==> src/rtl/truth_table_pkg.sv <==
// Shared types and constants for the truth-table sweeper and its MISR.
package truth_table_pkg;
  typedef enum logic [1:0] {IDLE, SWEEP, EMIT, DONE} state_t;

  localparam logic [15:0] MISR_POLY = 16'h100B;
  localparam logic [15:0] MISR_SEED = 16'hFFFF;

  function automatic int idx_width(input int n_out);
    return (n_out <= 1) ? 1 : $clog2(n_out);
  endfunction
endpackage

==> src/rtl/misr16.sv <==
// 16-bit multiple-input signature register; rst or clear reloads the seed.
module misr16
  import truth_table_pkg::*;
(
  input  logic        clk,
  input  logic        rst,
  input  logic        clear,
  input  logic        en,
  input  logic [15:0] din,
  output logic [15:0] sig
);
  logic [15:0] sig_q, sig_d;

  always_comb begin
    sig_d = sig_q;
    if (en) begin
      sig_d = {sig_q[14:0], 1'b0} ^ (sig_q[15] ? MISR_POLY : 16'h0000) ^ din;
    end
  end

  always_ff @(posedge clk) begin
    if (rst || clear) sig_q <= MISR_SEED;
    else              sig_q <= sig_d;
  end

  assign sig = sig_q;
endmodule

==> src/rtl/truth_table_sweeper.sv <==
// Walks all input vectors of a combinational circuit, builds one truth-table
// word per output, streams the words out and compacts responses into a MISR.
module truth_table_sweeper
  import truth_table_pkg::*;
#(
  parameter int N_IN   = 6,
  parameter int N_OUT  = 4,
  parameter int SETTLE = 1,
  localparam int TT_W  = 2 ** N_IN,
  localparam int IDX_W = idx_width(N_OUT)
) (
  input  logic             clk,
  input  logic             rst,
  input  logic             start,
  output logic             busy,
  output logic [N_IN-1:0]  x,
  input  logic [N_OUT-1:0] f,
  output logic             tt_valid,
  input  logic             tt_ready,
  output logic [TT_W-1:0]  tt_data,
  output logic [IDX_W-1:0] tt_idx,
  output logic             tt_last,
  output logic [15:0]      sig,
  output logic             done
);
  localparam int SCNT_W = (SETTLE > 1) ? $clog2(SETTLE) : 1;
  localparam logic [SCNT_W-1:0] SETTLE_LAST = SCNT_W'(SETTLE - 1);
  localparam logic [IDX_W-1:0]  IDX_LAST    = IDX_W'(N_OUT - 1);

  state_t                        state_q, state_d;
  logic [N_IN-1:0]               x_q, x_d;
  logic [SCNT_W-1:0]             scnt_q, scnt_d;
  logic                          busy_q, busy_d;
  logic                          valid_q, valid_d;
  logic [IDX_W-1:0]              idx_q, idx_d;
  logic                          done_q, done_d;
  logic [N_OUT-1:0][TT_W-1:0]    tt_q, tt_d;
  logic                          misr_clear, misr_en;
  logic [15:0]                   misr_din;

  always_comb begin
    state_d    = state_q;
    x_d        = x_q;
    scnt_d     = scnt_q;
    busy_d     = busy_q;
    valid_d    = valid_q;
    idx_d      = idx_q;
    done_d     = 1'b0;
    tt_d       = tt_q;
    misr_clear = 1'b0;
    misr_en    = 1'b0;
    case (state_q)
      IDLE: begin
        if (start) begin
          state_d    = SWEEP;
          x_d        = '0;
          scnt_d     = '0;
          idx_d      = '0;
          tt_d       = '0;
          busy_d     = 1'b1;
          misr_clear = 1'b1;
        end
      end
      SWEEP: begin
        if (scnt_q == SETTLE_LAST) begin
          misr_en = 1'b1;
          for (int j = 0; j < N_OUT; j++) tt_d[j][x_q] = f[j];
          // x stops at the last pattern rather than wrapping back to 0
          if (x_q != '1) begin
            x_d    = x_q + 1'b1;
            scnt_d = '0;
          end else begin
            state_d = EMIT;
            idx_d   = '0;
            valid_d = 1'b1;
          end
        end else begin
          scnt_d = scnt_q + 1'b1;
        end
      end
      EMIT: begin
        if (valid_q && tt_ready) begin
          if (idx_q == IDX_LAST) begin
            state_d = DONE;
            valid_d = 1'b0;
            done_d  = 1'b1;
          end else begin
            idx_d = idx_q + 1'b1;
          end
        end
      end
      DONE: begin
        state_d = IDLE;
        busy_d  = 1'b0;
      end
      default: state_d = IDLE;
    endcase
  end

  always_comb begin
    misr_din            = '0;
    misr_din[N_OUT-1:0] = f;
  end

  always_ff @(posedge clk) begin
    if (rst) begin
      state_q <= IDLE;
      x_q     <= '0;
      scnt_q  <= '0;
      busy_q  <= 1'b0;
      valid_q <= 1'b0;
      idx_q   <= '0;
      done_q  <= 1'b0;
      tt_q    <= '0;
    end else begin
      state_q <= state_d;
      x_q     <= x_d;
      scnt_q  <= scnt_d;
      busy_q  <= busy_d;
      valid_q <= valid_d;
      idx_q   <= idx_d;
      done_q  <= done_d;
      tt_q    <= tt_d;
    end
  end

  misr16 u_misr (
    .clk   (clk),
    .rst   (rst),
    .clear (misr_clear),
    .en    (misr_en),
    .din   (misr_din),
    .sig   (sig)
  );

  assign busy     = busy_q;
  assign x        = x_q;
  assign tt_valid = valid_q;
  assign tt_idx   = idx_q;
  assign tt_data  = valid_q ? tt_q[idx_q] : '0;
  assign tt_last  = valid_q && (idx_q == IDX_LAST);
  assign done     = done_q;
endmodule

==> config.mk <==
export PLATFORM = sky130hd
export DESIGN_NAME = truth_table_sweeper
export DESIGN_NICKNAME = d
export VERILOG_FILES = /design/src/rtl/truth_table_pkg.sv /design/src/rtl/misr16.sv /design/src/rtl/truth_table_sweeper.sv
export SDC_FILE = /design/constraint.sdc
export NUM_CORES = 1
export LEC_CHECK = 0
export CORE_UTILIZATION = 45
export DETAILED_ROUTE_END_ITERATION = 12
export PLACE_DENSITY = 0.66
export SYNTH_ARGS = -nofsm -noshare
export SYNTH_HDL_FRONTEND = slang
export SYNTH_SLANG_ARGS = --single-unit
==> constraint.sdc <==
create_clock -name clk -period 3.8 [get_ports clk]
set_clock_uncertainty 0.15 [all_clocks]
set_input_delay 0.76 -clock clk [delete_from_list [all_inputs] [get_ports clk]]
set_output_delay 0.76 -clock clk [all_outputs]
set_load 0.1 [all_outputs]
==> results.rst, run 1 <==
.. list-table::
   :header-rows: 1

   * - Metric
     - Value
   * - Die Outline Area
     - 28310 um^2
   * - Leading register cell type out of synthesis
     - dfxtp_1
   * - Clock latency of the later-clocked register in the worst-skew pair
     - 0.54 ns
   * - Buffer depth of the longest clock path
     - 3
   * - Highest metal layer with signal wires
     - met4
   * - Wire length on met3
     - 1.990 mm
   * - Gate count of the mapped netlist
     - 1130
   * - Post-CTS Resized
     - 0
   * - VDD IR-drop max
     - 0.2831 mV
   * - Worst Hold Launch
     - tt_q[199]
   * - Top fanout value on the critical path
     - 23
   * - Gpl congestion
     - 0.7714
   * - Cell chain of the critical path
     - buf_12 -> mux4_2 -> and2_1 -> buf_4
   * - Total leakage power
     - 5.208 nW
   * - Met1 routed wirelength after detailed routing
     - 15.67 mm
   * - Slew @ Worst Pin
     - 1.022 ns
   * - Maxcap violations
     - 0
   * - Classification of the worst setup path
     - register to output port
   * - Floorplan die width
     - 168.3 um
   * - Sequential area share after synthesis
     - 0.4587
   * - FILL cells
     - 2387
   * - Yosys reg bits
     - 285
   * - RSZ-0062 raised after global routing
     - no
   * - Worst-path clk slew
     - 0.06 ns
   * - Residual DRC
     - 0
   * - Category of the worst setup path launch point
     - register
   * - Longest individual stage delay on the worst path
     - 0.66 ns
   * - Final TNS setup
     - 0 ns
   * - CTS H-Tree Depth
     - 1
   * - Total overflow reported by the global router
     - 0
   * - Pins over their slew limit
     - 0
   * - Layout net count
     - 1202
   * - Number of buffers added by the clock tree synthesis step
     - 30
   * - Overall global routing resource usage
     - 0.2344
   * - Wire per inst
     - 21.12 um
   * - Launching element of the worst setup path
     - tt_idx[1]
   * - CTS root buf
     - clkbuf_16
   * - Post-synthesis average cell area
     - 11.01 um^2
   * - Detailed router's first-iteration violation count
     - 653
   * - CTS tree
     - built
   * - Unique masters post-synth
     - 59
   * - Setup-violating endpoint count in the final report
     - 0
   * - Number of cells in the design after placement
     - 1497
   * - Sinks on Clock Net
     - 285
   * - Number of global-route vias before repair
     - 9691
   * - Layout Cells excl Fill
     - 1550
   * - Startpoint of the lowest-slack register-to-register path
     - x[2]
   * - Final min period
     - 3.382 ns
   * - Total count of hold-check failures in the final report
     - 0
   * - Data required time at the worst endpoint
     - 2.89 ns
   * - Slew headroom
     - 0.3186
   * - First-pass GRT wire length
     - 53.41 mm
   * - Worst hold path class
     - register to register
   * - Number of I/O port buffers
     - 99
   * - Crit path max-delay cell type
     - dfxtp_4
   * - CORE AREA
     - 27030 um^2
   * - Post-Synthesis Net Count
     - 1144
   * - I/O pin cnt
     - 100
   * - Sum of net half-perimeters after detailed placement
     - 19.74 mm
   * - Antenna Cells
     - 0
   * - Result of the run
     - completed
   * - Count of flip-flops with a built-in enable after synthesis
     - 0
   * - Share of post-route cells with drive strength above 1
     - 0.2018
   * - Floorplan die height
     - 168.3 um
   * - Post-synthesis cell area
     - 12440 um^2
   * - Area overhead of the layout relative to synthesis
     - 16.64%
   * - Number of setup buffers added after CTS
     - 0
   * - Maximum number of pins on one net before global-route repair
     - 78
   * - Initial DRT Pass Iterations
     - 5
   * - Critical Path End Type
     - output port
   * - Fmax
     - 0.2956 GHz
   * - Post-route worst hold slack
     - 0.3090 ns
   * - Routed met2 length
     - 14.51 mm
   * - Post-CTS Hold Fix Bufs
     - 0
   * - Proportion of register bits with asynchronous set or reset after synthesis
     - 0
   * - Initial core utilization
     - 0.4603
   * - Vias after detailed routing
     - 9639
   * - Post-detailed-route via-to-cell ratio
     - 6.219
   * - YS warnings
     - 0
   * - Number of antenna violations at the first check in global routing
     - 0
   * - Tcrit/Tclk final
     - 0.8901
   * - Power density over the cells
     - 533.8 nW/um^2
   * - Crit path arrival time
     - 2.47 ns
   * - Total routed wirelength
     - 32.73 mm
   * - Reg2reg setup slack
     - 1.22 ns
   * - Number of placement rows
     - 60
   * - Number of nets with antenna violations after detailed routing
     - 0
-- where the power goes --
part           internal [mW]  switching, mW
Clock                   1.88           1.19
Combinational          0.409           1.19
Sequential              3.03         0.0412
-- area by class of cell --
type	count	area (um^2)	area share
Sequential cell	285	5712	0.3937
Timing Repair Buffer	128	1056	0.07278
Clock buffer	43	890.9	0.06140
Clock inverter	10	150.1	0.01035
Multi-Input combinational cell	736	6247	0.4306
Tap cell	341	426.7	0.02941
Inverter	7	26.28	0.001811
-- critical path: cells and delay by family (launching register included) --
kind	cells	cell delay [ns]
multiplexers	1	0.59
AND/OR/NAND/NOR	1	0.19
buffers and inverters	2	0.49
flip-flops	1	0.66
-- layout by cell type, fill, tap and decap left out, types with 22 or more instances in the layout --
master	n
dfxtp_1	282
o21ai_1	22
clkdlybuf4s50_1	24
a21oi_1	73
buf_4	100
nor2_1	31
clkbuf_16	31
a32o_1	44
o21ai_0	50
a22o_1	80
mux4_2	64
o2bb2ai_1	132
nand2_1	78
and2_1	69
-- cells in the mapped netlist (2+ instances only) --
library cell    n  area share
buf_2          20      0.0080
or4b_4          2      0.0022
clkbuf_1       66       0.020
ha_1            6      0.0060
buf_6           3      0.0027
a22o_1         80       0.056
nand2_1        78       0.024
xnor2_1         3      0.0021
buf_4           9      0.0054
a211oi_1        3      0.0018
mux4_2         64        0.12
and3_1          3      0.0015
mux2i_1        11      0.0089
nor2_1         31      0.0094
inv_1           7      0.0021
or4b_1          2      0.0016
nand3_1         5      0.0020
nor3_2          4      0.0032
o21ai_1        22      0.0089
nand4bb_1       6      0.0054
and2_1         70       0.035
a31o_2          2      0.0014
nand4b_4        4      0.0076
o2bb2ai_1     132       0.093
nand2b_1        7      0.0035
buf_1           4      0.0012
a21oi_1        73       0.029
dfxtp_1       285        0.46
a32o_1         44       0.035
nor3_1          4      0.0016
xnor3_1         2      0.0036
o21ai_0        50       0.020
nor3_4          2      0.0026
-- state kept, by name (all words and copies together) (netlist names) --
| signal | flops |
|---|---|
| busy | 1 |
| done | 1 |
| state_q | 2 |
| tt_idx | 2 |
| tt_q | 256 |
| tt_valid | 1 |
| u_misr.sig | 16 |
| x | 6 |
-- logic make-up after synthesis --
kind of cell | count (synthesis) | share of synthesized area
AO/OA/AOI/OAI | 416 | 0.2528
flip-flops | 285 | 0.4587
AND/OR/NAND/NOR | 233 | 0.1114
buffers and inverters | 109 | 0.03943
multiplexers | 76 | 0.1259
adder cells (fa/ha/maj) | 6 | 0.006035
XOR/XNOR | 5 | 0.005733
-- metal layers --
layer	vias up	GRT usage
li1	4479	-
met1	4807	0.3396
met2	299	0.3686
met3	54	0.03409
met4	0	0.05375
met5	-	0
-- final timing paths --
kind | cells past startpoint | end
max | 4 | tt_data[20]
min | 1 | tt_q[199]
max reg2reg | 5 | tt_q[112]
min reg2reg | 1 | tt_q[199]
-- through the flow --
step                power [mW]  setup WS (ns)  utilization  area, um^2
CTS                      7.766         0.3654       0.5369       14510
floorplan                4.304         0.1903            -       12440
global route             8.066         0.2794       0.5369       14510
detailed placement       4.701         0.9131       0.4983       13470
finish                   7.745         0.4176       0.5369       14510
global placement         4.691         0.9313       0.4983       13470
Note: power is estimated with default switching activity, not from simulation.
==> run 2: changes to the inputs <==
- SKIP_CTS_REPAIR_TIMING: default -> 1
- clock period: 3.8 -> 3.6 ns (I/O delays scaled with it)
==> run 2 against run 1 <==
  * Design area rose by 0.14%
  * Largest power group is now sequential cells
  * Critical endpoint unchanged
  * Highest routed layer unchanged
  * Combinational power is 6% higher
  * Flip-flop and latch count is the same
==> results.rst, run 2 (synthesis gave the netlist of run 1 again) <==
.. list-table::
   :header-rows: 1

   * - Metric
     - Value
   * - Final min period
     - 3.245 ns
   * - Classification of the worst setup path
     - register to output port
   * - RSZ-0062 raised after global routing
     - no
   * - Critical Path End Type
     - output port
   * - Final Worst Setup Slack
     - 0.3554 ns
   * - Detailed router's first-iteration violation count
     - 618
   * - Share of post-route cells with drive strength above 1
     - 0.2096
   * - Floorplan die height
     - 168.3 um
   * - Switching power share of the total
     - 0.3167
   * - Top reg by flops
     - tt_q
   * - DP Area
     - 13490 um^2
   * - First-pass GRT wire length
     - 53.13 mm
   * - Floorplan die width
     - 168.3 um
   * - Sinks on Clock Net
     - 285
   * - Tcrit/Tclk final
     - 0.9013
   * - Clock latency of the later-clocked register in the worst-skew pair
     - 0.55 ns
   * - Gpl congestion
     - 0.7443
   * - Category of the worst setup path launch point
     - register
   * - Most common cell after layout, fill and taps aside
     - dfxtp_1
   * - Longest individual stage delay on the worst path
     - 0.72 ns
   * - Max FFs per register
     - 256
   * - GR met3 Demand/Resource
     - 0.03714
   * - Number of buffers added by the clock tree synthesis step
     - 31
   * - Wire per inst
     - 21.29 um
   * - Final TNS setup
     - 0 ns
   * - Worst hold path class
     - register to register
   * - Data required time at the worst endpoint
     - 2.73 ns
   * - CTS H-Tree Depth
     - 1
   * - FILL cells
     - 2348
   * - Initial core utilization
     - 0.4603
   * - Met1 track demand over resource in global routing
     - 0.3328
   * - Power spent charging and discharging nets
     - 2.586 mW
   * - Die Outline Area
     - 28310 um^2
   * - Crit path max-delay cell type
     - dfxtp_2
   * - Total routed wirelength
     - 32.98 mm
   * - Total count of hold-check failures in the final report
     - 0
   * - Setup-violating endpoint count in the final report
     - 0
   * - Pre-CTS setup slack
     - 0.8029 ns
   * - Residual DRC
     - 0
   * - CTS tree
     - built
   * - Clock network fraction of total power
     - 0.395
   * - Buffer depth of the longest clock path
     - 3
   * - Number of antenna violations at the first check in global routing
     - 1
   * - Sum of net half-perimeters after detailed placement
     - 19.69 mm
   * - Power density over the cells
     - 561.9 nW/um^2
   * - Number of placement rows
     - 60
   * - Worst-path clk slew
     - 0.06 ns
   * - Total overflow reported by the global router
     - 0
   * - CTS root buf
     - clkbuf_16
   * - Cell chain of the critical path
     - buf_12 -> mux4_2 -> and2_1 -> buf_4
   * - Fmax
     - 0.3082 GHz
   * - Proportion of power drawn by combinational gates
     - 0.206
   * - Initial DRT Pass Iterations
     - 5
   * - Most Crowded Layer GR
     - met2
   * - Cell-internal power
     - 5.578 mW
   * - Maxcap violations
     - 0
   * - Total leakage power
     - 5.205 nW
   * - Final cell utilization of the core
     - 0.5376
   * - Number of global-route vias before repair
     - 9506
   * - Layout net count
     - 1200
   * - Top fanout value on the critical path
     - 25
   * - Met2 routing resource usage after global routing
     - 0.3713
   * - Overall global routing resource usage
     - 0.2336
   * - Area overhead of the layout relative to synthesis
     - 16.80%
   * - CORE AREA
     - 27030 um^2
   * - Summed area of non-filler cells in the final layout
     - 14530 um^2
   * - Slew headroom
     - 0.3163
   * - VDD IR-drop max
     - 0.4043 mV
   * - Result of the run
     - completed
   * - Slew @ Worst Pin
     - 1.024 ns
   * - Crit path arrival time
     - 2.37 ns
   * - Maximum number of pins on one net before global-route repair
     - 78
   * - Pins over their slew limit
     - 0
   * - Post-detailed-route via-to-cell ratio
     - 6.203
   * - I/O pin cnt
     - 100
   * - Number of I/O port buffers
     - 99
   * - Commonest cells after routing, fill and taps aside
     - 282 x dfxtp_1, 132 x o2bb2ai_1, 101 x buf_4
   * - Proportion of power drawn by flip-flops and latches
     - 0.399
   * - Vias after detailed routing
     - 9608
   * - Number of nets with antenna violations after detailed routing
     - 0
## run 2: path summary, 6_finish.rpt
path / startpoint / endpoint / slack [ns] / depth (start not counted)
max: tt_idx[0] / tt_data[20] / 0.36 / 4
min: tt_q[153] / tt_q[153] / 0.30 / 1
max reg2reg: x[1] / x[3] / 1.04 / 5
min reg2reg: tt_q[153] / tt_q[153] / 0.30 / 1
## run 2: routing by layer
layer / part of all wire / vias up / wire (um)
met5: 0 / - / 0
met4: 0.013 / 0 / 438
met3: 0.064 / 32 / 2098
met2: 0.45 / 318 / 14920
met1: 0.47 / 4782 / 15520
li1: - / 4476 / -
## run 2: power groups by stage
stage,clock (mW),combinational (mW),sequential [mW]
2_1_floorplan,0,1.11,3.44
3_3_place_gp,0,1.64,3.32
3_5_place_dp,0,1.66,3.33
4_1_cts,3.26,1.67,3.26
5_1_grt,3.41,1.82,3.26
6_report,3.22,1.69,3.26
## run 2: worst max-delay path, delay by kind of cell (launching register included)
| family | cells | cell delay [ns] |
|---|---|---|
| simple gates | 1 | 0.19 |
| flops | 1 | 0.72 |
| buf+inv | 2 | 0.51 |
| mux | 1 | 0.39 |
## run 2: area by class of cell
class / instances / area (um^2) / area share
diodes: 1 / 2.502 / 0.0001722
multi-input cells: 736 / 6247 / 0.4300
inverters: 7 / 26.28 / 0.001808
repair buffers: 125 / 1074 / 0.07389
flip-flops and latches: 285 / 5712 / 0.3931
clock buffers: 42 / 897.1 / 0.06175
clock inverters: 12 / 143.9 / 0.009904
well taps: 341 / 426.7 / 0.02937
## run 2: stage by stage
stage,power (mW),cells,hold slack [ns]
after floorplan,4.543,1130,0.2773
after global placement,4.967,1494,0.2891
after detailed placement,4.982,1494,0.2915
after CTS,8.180,1548,0.3088
after global routing,8.493,1549,0.3179
final,8.163,1549,0.3047
==> run 3: changes to the inputs <==
- CAP_MARGIN: default -> 20
- GPL_ROUTABILITY_DRIVEN: default -> 1
==> results of run 3 <==
No change in the layout: final DEF, timing and power equal those of run 2.
